<file path="src/rtl/axis_circular_ram_reader.sv">
// Reads cfg_length words from a circular BRAM buffer starting at cfg_start and
// emits them as one AXI-Stream packet; the read address wraps at 2^BRAM_ADDR_WIDTH.
module axis_circular_ram_reader #(
  parameter int AXIS_TDATA_WIDTH = 32,
  parameter int BRAM_ADDR_WIDTH  = 16
) (
  input  logic                        aclk,
  input  logic                        aresetn,
  input  logic [BRAM_ADDR_WIDTH-1:0]  cfg_start,
  input  logic [BRAM_ADDR_WIDTH:0]    cfg_length,
  input  logic                        start,
  output logic                        busy,
  output logic                        done,
  output logic                        bram_porta_clk,
  output logic                        bram_porta_rst,
  output logic [BRAM_ADDR_WIDTH-1:0]  bram_porta_addr,
  input  logic [AXIS_TDATA_WIDTH-1:0] bram_porta_rddata,
  input  logic                        m_axis_tready,
  output logic [AXIS_TDATA_WIDTH-1:0] m_axis_tdata,
  output logic                        m_axis_tvalid,
  output logic                        m_axis_tlast,
  output logic [1:0]                  fsm_state
);

  localparam logic [1:0] IDLE  = 2'd0;
  localparam logic [1:0] READ  = 2'd1;
  localparam logic [1:0] DRAIN = 2'd2;
  localparam logic [1:0] FIN   = 2'd3;

  localparam logic [BRAM_ADDR_WIDTH:0] FULL_LAP = {1'b1, {BRAM_ADDR_WIDTH{1'b0}}};
  localparam logic [BRAM_ADDR_WIDTH:0] REM_ONE  = {{BRAM_ADDR_WIDTH{1'b0}}, 1'b1};
  localparam logic [BRAM_ADDR_WIDTH:0] REM_ZERO = '0;

  logic [1:0]                 state;
  logic                       start_q;
  logic [BRAM_ADDR_WIDTH-1:0] addr;
  logic [BRAM_ADDR_WIDTH:0]   remaining;
  logic [BRAM_ADDR_WIDTH:0]   len_sat;
  logic [1:0]                 pipe_v;
  logic [1:0]                 pipe_l;
  logic [AXIS_TDATA_WIDTH:0]  fifo_mem [4];
  logic [1:0]                 wr_ptr;
  logic [1:0]                 rd_ptr;
  logic [2:0]                 fifo_count;
  logic [AXIS_TDATA_WIDTH:0]  fifo_head;
  logic                       start_edge;
  logic                       credit_ok;
  logic                       issue;
  logic                       push;
  logic                       pop;

  // Stream handshake: a beat transfers on a clock edge where m_axis_tvalid and
  // m_axis_tready are both high; once tvalid rises, tdata/tlast hold until that edge.

  assign start_edge = start & ~start_q;
  assign len_sat    = (cfg_length > FULL_LAP) ? FULL_LAP : cfg_length;

  // Words already in the FIFO plus reads still in the BRAM pipeline must fit the
  // 4-entry FIFO, so a read is only launched when a slot is guaranteed for it.
  assign credit_ok = ({1'b0, fifo_count} + {3'b000, pipe_v[0]} + {3'b000, pipe_v[1]}) < 4'd4;
  assign issue     = (state == READ) && credit_ok;
  assign push      = pipe_v[1];
  assign pop       = m_axis_tvalid && m_axis_tready;

  always_ff @(posedge aclk) begin
    if (!aresetn) begin
      state           <= IDLE;
      start_q         <= start;
      addr            <= '0;
      remaining       <= '0;
      bram_porta_addr <= '0;
    end else begin
      start_q <= start;
      case (state)
        IDLE: begin
          if (start_edge) begin
            addr      <= cfg_start;
            remaining <= len_sat;
            state     <= (len_sat == REM_ZERO) ? FIN : READ;
          end
        end
        READ: begin
          if (issue) begin
            bram_porta_addr <= addr;
            addr            <= addr + 1'b1;
            remaining       <= remaining - REM_ONE;
            if (remaining == REM_ONE) state <= DRAIN;
          end
        end
        DRAIN: begin
          if (pop && m_axis_tlast) state <= FIN;
        end
        default: state <= IDLE;
      endcase
    end
  end

  always_ff @(posedge aclk) begin
    if (!aresetn) begin
      pipe_v     <= '0;
      pipe_l     <= '0;
      wr_ptr     <= '0;
      rd_ptr     <= '0;
      fifo_count <= '0;
    end else begin
      pipe_v <= {pipe_v[0], issue};
      pipe_l <= {pipe_l[0], issue && (remaining == REM_ONE)};
      if (push) wr_ptr <= wr_ptr + 2'd1;
      if (pop)  rd_ptr <= rd_ptr + 2'd1;
      case ({push, pop})
        2'b10:   fifo_count <= fifo_count + 3'd1;
        2'b01:   fifo_count <= fifo_count - 3'd1;
        default: fifo_count <= fifo_count;
      endcase
    end
  end

  always_ff @(posedge aclk) begin
    if (push) fifo_mem[wr_ptr] <= {pipe_l[1], bram_porta_rddata};
  end

  assign fifo_head      = fifo_mem[rd_ptr];
  assign m_axis_tvalid  = (fifo_count != 3'd0);
  assign m_axis_tdata   = fifo_head[AXIS_TDATA_WIDTH-1:0];
  assign m_axis_tlast   = m_axis_tvalid && fifo_head[AXIS_TDATA_WIDTH];
  assign busy           = (state == READ) || (state == DRAIN);
  assign done           = (state == FIN);
  assign bram_porta_clk = aclk;
  assign bram_porta_rst = ~aresetn;
  assign fsm_state      = state;

endmodule

</file>
<file path="config.mk">
export PLATFORM = sky130hd
export DESIGN_NAME = axis_circular_ram_reader
export DESIGN_NICKNAME = d
export VERILOG_FILES = /design/src/rtl/axis_circular_ram_reader.sv
export SDC_FILE = /design/constraint.sdc
export NUM_CORES = 1
export LEC_CHECK = 0
export ABC_CLOCK_PERIOD_IN_PS = 5800
export CAP_MARGIN = 20
export CORE_MARGIN = 2
export CORE_UTILIZATION = 58
export DETAILED_ROUTE_END_ITERATION = 8
export PLACE_DENSITY = 0.85
export SLEW_MARGIN = 20
export SYNTH_ARGS = -nofsm -noshare
export SYNTH_HDL_FRONTEND = slang
export SYNTH_SLANG_ARGS = --single-unit
export TNS_END_PERCENT = 10
</file>
<file path="constraint.sdc">
create_clock -name aclk -period 5.8 [get_ports aclk]
set_input_delay 1.74 -clock aclk [delete_from_list [all_inputs] [get_ports aclk]]
set_output_delay 1.74 -clock aclk [all_outputs]
set_load 0.02 [all_outputs]
</file>
==> results of run 1 <==
layout make-up:
cell class | instances | area, um^2 | share of cell area, %
Multi-Input combinational cell | 356 | 2710 | 26.4
Sequential cell | 197 | 5270 | 51.4
Tap cell | 180 | 225 | 2.20
Timing Repair Buffer | 130 | 1280 | 12.5
Clock inverter | 15 | 173 | 1.69
Clock buffer | 21 | 510 | 4.98
Inverter | 20 | 75.1 | 0.733
metrics by stage:
step           cells  util [%]
6_report         919      74.1
5_1_grt          919      74.1
4_1_cts          919      74.0
3_5_place_dp     884      69.1
3_3_place_gp     884      69.1
2_1_floorplan    605         -
synth_stat cells (3+ instances only):
cell type and count:
a31oi_1 3, a221oi_1 5, buf_2 6, a21o_1 4, or3_1 5, a2bb2oi_1 3, xor2_1 3, nand2_1 65
and2_1 9, a21oi_1 44, o22ai_1 6, xnor2_1 4, clkbuf_1 23, o211ai_1 4, o21ai_0 28, a211oi_1 6
o2bb2ai_1 3, inv_1 19, a22oi_1 3, nor2_1 27, nand3_1 14, edfxtp_1 132, nor2b_1 3, o31ai_1 3
nor3_1 13, mux4_2 33, ha_1 13, nor4_1 11, nand4_1 9, dfxtp_1 65
final timing paths:
check / start / to / slack (ns)
max: aclk / bram_porta_clk / 0.39
min: pipe_l[0] / pipe_l[1] / 0.43
max reg2reg: fsm_state[1] / remaining[11] / 2.78
min reg2reg: pipe_l[0] / pipe_l[1] / 0.43
cells by family after synthesis:
logic type,after synthesis,synth area share [%]
AOI/OAI and AO/OA,128,10.1
xor gates and xnor gates,7,0.751
adders and majority gates,14,2.24
buffers and inverters,52,2.53
DFF,197,64.5
muxes,35,9.35
and+or+nand+nor,172,10.5
per-layer routing:
metal | track usage, % | routed length, um
met5 | 0 | 0
met4 | 9.99 | 379
met3 | 5.72 | 1230
met2 | 42.9 | 9480
met1 | 32.3 | 7260
registers in the layout, indices dropped and copies added, names as in the netlist, named ones only:
register / count
rd_ptr: 2
bram_porta_addr: 16
addr: 16
remaining: 17
pipe_l: 2
pipe_v: 2
wr_ptr: 2
start_q: 1
fifo_mem: 132
fsm_state: 2
fifo_count: 3
power groups by stage:
stage	sequential, W	clock, W	combinational [W]
2_1_floorplan	0.00172	0.0000201	0.000712
3_3_place_gp	0.00173	0.0000232	0.00103
3_5_place_dp	0.00174	0.0000232	0.00106
4_1_cts	0.00171	0.00133	0.00107
5_1_grt	0.00172	0.00138	0.00116
6_report	0.00171	0.00131	0.00107
==> summary.md, run 1 <==
| Metric | Value |
|---|---|
| Initial antenna violation count | `0` |
| Post-CTS setup buffer count | `0` |
| CTS tree | `built` |
| Number of synthesized flops with an enable pin | `132` |
| Grt ovf | `0` |
| TritonRoute pass-1 iters | `5` |
| Vias in the first global route | `5489` |
| Internal cell power | `0.00283 W` |
| Worst-Skew Late Latency | `0.54 ns` |
| Clk slew on worst S/H paths | `0.07 ns` |
| Cell Rows | `43` |
| Via count | `5594` |
| Synth area leaders | `edfxtp_1, dfxtp_1, mux4_2` |
| Cell taking the most area after synthesis | `edfxtp_1` |
| Number of synthesized register bits | `197` |
| Sw Ratio | `30.8%` |
| Setup Total Neg Slack | `0 ns` |
| Worst-Margin Slew | `0.900 ns` |
| Crit path DAT | `3.67 ns` |
| Comb pwr share | `26.2%` |
| CP max stage delay | `0.52 ns` |
| Ys Warns | `0` |
| Post-Synthesis Cells | `605` |
| Hold Vio Cnt, Final | `0` |
| Critical path required time | `4.06 ns` |
| Top-area cell type share of the netlist area | `48.6%` |
| Critical Path Start Type | `clock port` |
| Worst rel slew slack | `39.2%` |
| Critical path class | `clock port to output pin` |
| Hold Crit Depth | `1` |
| RSZ-0062 raised after global routing | `no` |
| Share of power burned in registers | `41.8%` |
| Overall Global Routing Usage | `25.5%` |
| Area delta synth->final | `25.5%` |
| R2r worst-path depth | `8` |
| Max Cap Violations | `0` |
| Initial Utilization | `59.0%` |
| WHS | `0.433 ns` |
| First-pass GRT wire length | `28800 um` |
| Diode count | `0` |
| Most frequent CP cell | `clkbuf_16` |
| DR DRC count | `0` |
| Avg Inst Size Synth | `13.5 um^2` |
| Post-CTS Hold Fix Bufs | `0` |
| CP bufs+invs | `3` |
| Final setup fails | `0` |
| RD Place Congestion | `0.878` |
| Slew Viols, Final | `0` |
| Buffers on Ports | `124` |
| Clock skew | `0.00882 ns` |
| Layout cell share with drive strength beyond 1 | `12.6%` |
| Die Span Y | `123 um` |
| Most used DFF post-synth | `edfxtp_1` |
| CP Capture Type | `output pin` |
| Power Density | `399 nW/um^2` |
| Fin nets | `809` |
| Crit Path Max Fanout | `2` |
| Most frequent cells in the layout | `edfxtp_1, clkdlybuf4s50_1, nand2_1, dfxtp_1, a21oi_1` |
| Async SR Flop Fraction | `0%` |
| Resize count post-CTS | `0` |
| Wire length per cell | `20.0 um` |
| Crit path cell chain | `clkbuf_16 -> clkbuf_16 -> clkdlybuf4s50_1` |
| HPWL Detailed | `11500 um` |
| DIE AREA | `15000 um^2` |
| Switching power | `0.00126 W` |
| DP Area | `9560 um^2` |
| Synth cell types | `59` |
| Clock power share | `32.0%` |
| Core area | `13800 um^2` |
| Fillers | `839` |
| Leak pwr | `3.36 nW` |
| Final WS setup | `0.393 ns` |
| Cell Area, Synth | `8160 um^2` |
| Die Wd | `123 um` |
| Final WL | `18400 um` |
| # IOs | `125` |
| Detail Route Antenna Nets | `0` |
| Worst Hold Class | `register to register` |
| Worst path depth | `3` |
| Total Power | `0.00409 W` |
| Pre-CTS WS | `0.652 ns` |
| Outcome | `complete, no violations` |
| Vias per inst | `6.09` |
| Max VDD drop | `244 uV` |
| Largest net degree at the start of global routing | `46` |
| Final instance area | `10200 um^2` |
| CP max-delay cell | `clkdlybuf4s50_1` |
| Syn_nets | `688` |
| CP top delay family | `buffers and inverters` |
| Register area share after synthesis | `64.5%` |
| 1st-iter DRT viols | `474` |
| Commonest non-fill, non-tap cell in the layout | `edfxtp_1` |
No activity file was read; power rests on OpenSTA's default activity.
==> inputs of run 2 (changes only) <==
==> constraint.sdc (replaced) <==
create_clock -name aclk -period 5.8 [get_ports aclk]
set_input_delay 1.74 -clock aclk [delete_from_list [all_inputs] [get_ports aclk]]
set_output_delay 1.74 -clock aclk [all_outputs]
set_load 0.05 [all_outputs]
==> summary.md, run 2 (synthesis gave the netlist of run 1 again) <==
| Metric | Value |
|---|---|
| Fillers | `851 (was 839)` |
| Commonest non-fill, non-tap cell in the layout | `edfxtp_1 (unchanged)` |
| Layout cell share with drive strength beyond 1 | `12.5% (was 12.6%)` |
| RSZ-0062 raised after global routing | `no (unchanged)` |
| DIE AREA | `15000 um^2 (unchanged)` |
| Die Wd | `123 um (unchanged)` |
| Worst-Skew Late Latency | `0.55 ns (was 0.54 ns)` |
| R2r worst-path depth | `7 (was 8)` |
| Hold Crit Depth | `2 (was 1)` |
| Detail Route Antenna Nets | `0 (unchanged)` |
| Initial antenna violation count | `0 (unchanged)` |
| WHS | `0.458 ns (was 0.433 ns)` |
| Largest net degree at the start of global routing | `46 (unchanged)` |
| Resize count post-CTS | `0 (unchanged)` |
| Max reg flops | `132 (unchanged)` |
| DR DRC count | `0 (unchanged)` |
| Initial Utilization | `59.0% (unchanged)` |
| Leak pwr | `3.37 nW (was 3.36 nW)` |
| Slew Viols, Final | `0 (unchanged)` |
| Buffers on Ports | `124 (unchanged)` |
| Post-CTS Hold Fix Bufs | `0 (unchanged)` |
| Most frequent cells in the layout | `edfxtp_1, clkdlybuf4s50_1, nand2_1, dfxtp_1, a21oi_1 (unchanged)` |
| Via count | `5552 (was 5594)` |
| Max VDD drop | `203 uV (was 244 uV)` |
| DP Area | `9550 um^2 (was 9560 um^2)` |
| Clk slew on worst S/H paths | `0.07 ns (about the same)` |
| Critical path required time | `4.06 ns (about the same)` |
| Worst Hold Class | `register to register (unchanged)` |
| Crit path DAT | `3.84 ns (was 3.67 ns)` |
| Area delta synth->final | `25.7% (was 25.5%)` |
| Layout Cells excl Fill | `917 (was 919)` |
| Critical Path Start Type | `clock port (unchanged)` |
| Most frequent CP cell | `clkbuf_16 (unchanged)` |
| Total Power | `0.00432 W (was 0.00409 W)` |
| Fin nets | `808 (was 809)` |
| Crit path cell chain | `clkbuf_16 -> clkbuf_16 -> clkdlybuf4s50_1 (unchanged)` |
| Top Registers | `fifo_mem: 132 flops, remaining: 17 flops (unchanged)` |
| Vias in the first global route | `5589 (was 5489)` |
| Worst-Margin Slew | `1.11 ns (was 0.900 ns)` |
| Overall Global Routing Usage | `24.8% (was 25.5%)` |
| Final setup fails | `0 (unchanged)` |
| Vias per inst | `6.05 (was 6.09)` |
| Cell count after placement | `883 (was 884)` |
| HPWL Detailed | `11400 um (was 11500 um)` |
| CTS tree | `built (unchanged)` |
| Clock skew | `0.0120 ns (was 0.00882 ns)` |
| CP max-delay cell | `clkdlybuf4s50_1 (unchanged)` |
| Crit Path Max Fanout | `2 (unchanged)` |
| Power Density | `421 nW/um^2 (was 399 nW/um^2)` |
| Post-CTS setup buffer count | `0 (unchanged)` |
| Grt ovf | `0 (unchanged)` |
| Final WL | `18000 um (was 18400 um)` |
| Die Span Y | `123 um (unchanged)` |
| Core area | `13800 um^2 (unchanged)` |
| Worst rel slew slack | `26.1% (was 39.2%)` |
| Max Cap Violations | `0 (unchanged)` |
| Final instance area | `10300 um^2 (was 10200 um^2)` |
| CP Capture Type | `output pin (unchanged)` |
| TritonRoute pass-1 iters | `5 (unchanged)` |
| First-pass GRT wire length | `28000 um (was 28800 um)` |
| Setup Total Neg Slack | `0 ns (unchanged)` |
| CP top delay family | `buffers and inverters (unchanged)` |
| CP bufs+invs | `3 (unchanged)` |
| 1st-iter DRT viols | `455 (was 474)` |
| # IOs | `125 (unchanged)` |
| Wire length per cell | `19.6 um (was 20.0 um)` |
| Worst path depth | `3 (unchanged)` |
| Diode count | `0 (unchanged)` |
| Hold Vio Cnt, Final | `0 (unchanged)` |
| Largest Register | `fifo_mem (unchanged)` |
| RD Place Congestion | `0.896 (was 0.878)` |
| Outcome | `complete, no violations (unchanged)` |
| Cell Rows | `43 (unchanged)` |
| CP max stage delay | `0.69 ns (was 0.52 ns)` |
| Critical path class | `clock port to output pin (unchanged)` |
[run 2: worst paths after layout]
| path | start | endpoint | slack (ns) |
|---|---|---|---|
| worst max-delay path | aclk | bram_porta_clk | 0.22 |
| worst min-delay path | bram_porta_addr[9] | bram_porta_addr[9] | 0.46 |
| worst max register to register | fsm_state[1] | remaining[12] | 2.53 |
| worst min register to register | bram_porta_addr[9] | bram_porta_addr[9] | 0.46 |
[run 2: metal layers]
| metal | up-vias | GRT usage, % | part of all wire (%) |
|---|---|---|---|
| met3 | 20 | 5.53 | 6.6 |
| met1 | 2723 | 29.7 | 39 |
| met5 | - | 0 | 0 |
| met4 | 0 | 7.83 | 1.1 |
| li1 | 2558 | - | - |
| met2 | 251 | 44.4 | 53 |
[run 2: layout make-up]
class                   count  area, um^2  area share [%]
clock inverters            13         193            1.88
inverters                  20        75.1           0.732
multi-input cells         356        2710            26.4
clock buffers              22         514            5.02
repair buffers            129        1270            12.4
flip-flops and latches    197        5270            51.4
well taps                 180         225            2.20
[run 2: where the power goes]
part	switching [W]	leakage, nW	internal, W	total [W]
Combinational	0.000733	1.30	0.000471	0.00120
Clock	0.000560	0.339	0.000826	0.00139
Sequential	0.000129	1.73	0.00160	0.00173
Total	0.00142	3.37	0.00290	0.00432
[run 2: metrics by stage]
step	worst slack [ns]	utilization, %
floorplan	0.993	-
global placement	0.488	69.1
detailed placement	0.488	69.1
CTS	0.216	74.1
global route	0.197	74.2
finish	0.224	74.2
[run 2: worst min-delay path: cells and delay by family, from the launching register on]
kind	cells	cell delay, ns
flops	1	0.31
simple gates	1	0.05
compound gates	1	0.05
==> inputs of run 3 (changes only) <==
--- a/config.mk
+++ b/config.mk
@@ -8,9 +8,9 @@
 export ABC_CLOCK_PERIOD_IN_PS = 5800
 export CAP_MARGIN = 20
 export CORE_MARGIN = 2
-export CORE_UTILIZATION = 58
+export CORE_UTILIZATION = 55
 export DETAILED_ROUTE_END_ITERATION = 8
-export PLACE_DENSITY = 0.85
+export PLACE_DENSITY = 0.81
 export SLEW_MARGIN = 20
 export SYNTH_ARGS = -nofsm -noshare
 export SYNTH_HDL_FRONTEND = slang
==> summary.md, run 3 (synthesis gave the netlist of run 1 again) <==
| Metric | Value |
|---|---|
| Outcome | `complete, no violations (unchanged)` |
| Post-CTS setup buffer count | `0 (unchanged)` |
| Critical path class | `clock port to output pin (unchanged)` |
| Max VDD drop | `339 uV (was 203 uV)` |
| Clock skew | `0.0101 ns (was 0.0120 ns)` |
| Die Wd | `126 um (was 123 um)` |
| # IOs | `125 (unchanged)` |
| CTS tree | `built (unchanged)` |
| Max Cap Violations | `0 (unchanged)` |
| GRT met1 Usage | `30.7% (was 29.7%)` |
| Vias in the first global route | `5629 (was 5589)` |
| HPWL Detailed | `11900 um (was 11400 um)` |
| Most frequent cells in the layout | `edfxtp_1, clkdlybuf4s50_1, nand2_1, dfxtp_1, a21oi_1 (unchanged)` |
| Grt peak-use layer | `met2 (unchanged)` |
| Worst Hold Class | `register to register (unchanged)` |
| Wire length per cell | `20.1 um (was 19.6 um)` |
| Initial Utilization | `56.1% (was 59.0%)` |
| Worst-Skew Late Latency | `0.55 ns (about the same)` |
| Area delta synth->final | `25.6% (was 25.7%)` |
| TritonRoute pass-1 iters | `5 (unchanged)` |
| Vias per inst | `6.11 (was 6.05)` |
| Worst r2r src | `fsm_state[1] (unchanged)` |
| Power Density | `417 nW/um^2 (was 421 nW/um^2)` |
| Buffers on Ports | `124 (unchanged)` |
| Total Power | `0.00427 W (was 0.00432 W)` |
| 1st-iter DRT viols | `419 (was 455)` |
| Hold Vio Cnt, Final | `0 (unchanged)` |
| R2r worst-path depth | `8 (was 7)` |
| Min-delay src | `pipe_l[0] (was bram_porta_addr[9])` |
| RSZ-0062 raised after global routing | `no (unchanged)` |
| Fin nets | `809 (was 808)` |
| Resize count post-CTS | `0 (unchanged)` |
| Terminus of the critical flop-to-flop path | `remaining[12] (unchanged)` |
| Post-CTS Hold Fix Bufs | `0 (unchanged)` |
| Crit path DAT | `3.85 ns (was 3.84 ns)` |
| Overall Global Routing Usage | `24.0% (was 24.8%)` |
| Detail Route Antenna Nets | `0 (unchanged)` |
| Final setup fails | `0 (unchanged)` |
| Hold Crit Depth | `1 (was 2)` |
| Setup Total Neg Slack | `0 ns (unchanged)` |
| DIE AREA | `15800 um^2 (was 15000 um^2)` |
| First-pass GRT wire length | `29400 um (was 28000 um)` |
| Largest net degree at the start of global routing | `46 (unchanged)` |
| Hold Crit Endpoint | `pipe_l[1] (was bram_porta_addr[9])` |
| Top Registers | `fifo_mem: 132 flops, remaining: 17 flops (unchanged)` |
| Largest Register | `fifo_mem (unchanged)` |
| Critical path required time | `4.06 ns (about the same)` |
| M3 GR Usage | `6.12% (was 5.53%)` |
| Worst-Margin Slew | `1.02 ns (was 1.11 ns)` |
| Grt ovf | `0 (unchanged)` |
| Final WL | `18600 um (was 18000 um)` |
| Crit Path Max Fanout | `2 (unchanged)` |
| CP Capture Type | `output pin (unchanged)` |
| Clk slew on worst S/H paths | `0.07 ns (about the same)` |
| Layout cell share with drive strength beyond 1 | `12.9% (was 12.5%)` |
| Routing usage on met2 | `40.6% (was 44.4%)` |
| Max reg flops | `132 (unchanged)` |
| Worst rel slew slack | `32.1% (was 26.1%)` |
| Crit path from | `aclk (unchanged)` |
| DR DRC count | `0 (unchanged)` |
| Critical Path Start Type | `clock port (unchanged)` |
| Diode count | `0 (unchanged)` |
| Pre-CTS WS | `0.488 ns (unchanged)` |
| Leak pwr | `3.37 nW (about the same)` |
| Cell Rows | `44 (was 43)` |
| Commonest non-fill, non-tap cell in the layout | `edfxtp_1 (unchanged)` |
| WHS | `0.451 ns (was 0.458 ns)` |
| Initial antenna violation count | `0 (unchanged)` |
| Core area | `14500 um^2 (was 13800 um^2)` |
| R2r setup slk | `3.00 ns (was 2.53 ns)` |
| Die Span Y | `126 um (was 123 um)` |
| Slew Viols, Final | `0 (unchanged)` |
| RD Place Congestion | `0.938 (was 0.896)` |
| Via count | `5639 (was 5552)` |
| Final WS setup | `0.209 ns (was 0.224 ns)` |
## run 3: worst max path at each step
stage,endpoint,slack (ns),cells after the start
4_1_cts,bram_porta_clk,0.20,3
3_5_place_dp,bram_porta_clk,0.49,1
5_1_grt,bram_porta_clk,0.19,3
3_3_place_gp,bram_porta_clk,0.49,1
2_1_floorplan,bram_porta_clk,0.99,1
6_report,bram_porta_clk,0.21,3
## run 3: power by group
part	total, W	leakage (nW)	internal [W]	switching [W]
Combinational	0.00122	1.31	0.000480	0.000738
Sequential	0.00173	1.73	0.00160	0.000126
Clock	0.00132	0.337	0.000747	0.000577
## run 3: area by class of cell
cell class,instances,area [um^2]
clock buffers,21,510
clock inverters,15,174
fillers,1007,4290
inverters,20,75.1
multi-input cells,356,2710
flip-flops and latches,197,5270
well taps,184,230
repair buffers,130,1280
## run 3: routing by layer
| metal | vias to the layer above | share of wire [%] |
|---|---|---|
| met5 | - | 0 |
| met4 | 0 | 1.3 |
| met3 | 26 | 7.5 |
| met2 | 258 | 51 |
| met1 | 2782 | 40 |
| li1 | 2573 | - |
## run 3: metrics by stage
step | cells | utilization (%) | area (um^2)
6_report | 923 | 70.5 | 10200
2_1_floorplan | 605 | - | 8160
3_3_place_gp | 888 | 65.8 | 9560
4_1_cts | 923 | 70.4 | 10200
3_5_place_dp | 888 | 65.8 | 9560
5_1_grt | 923 | 70.5 | 10200
## run 3: critical path, stage by stage
cell and delay (ns):
clkbuf_16 0.12, clkbuf_16 0.13, clkdlybuf4s50_1 0.70
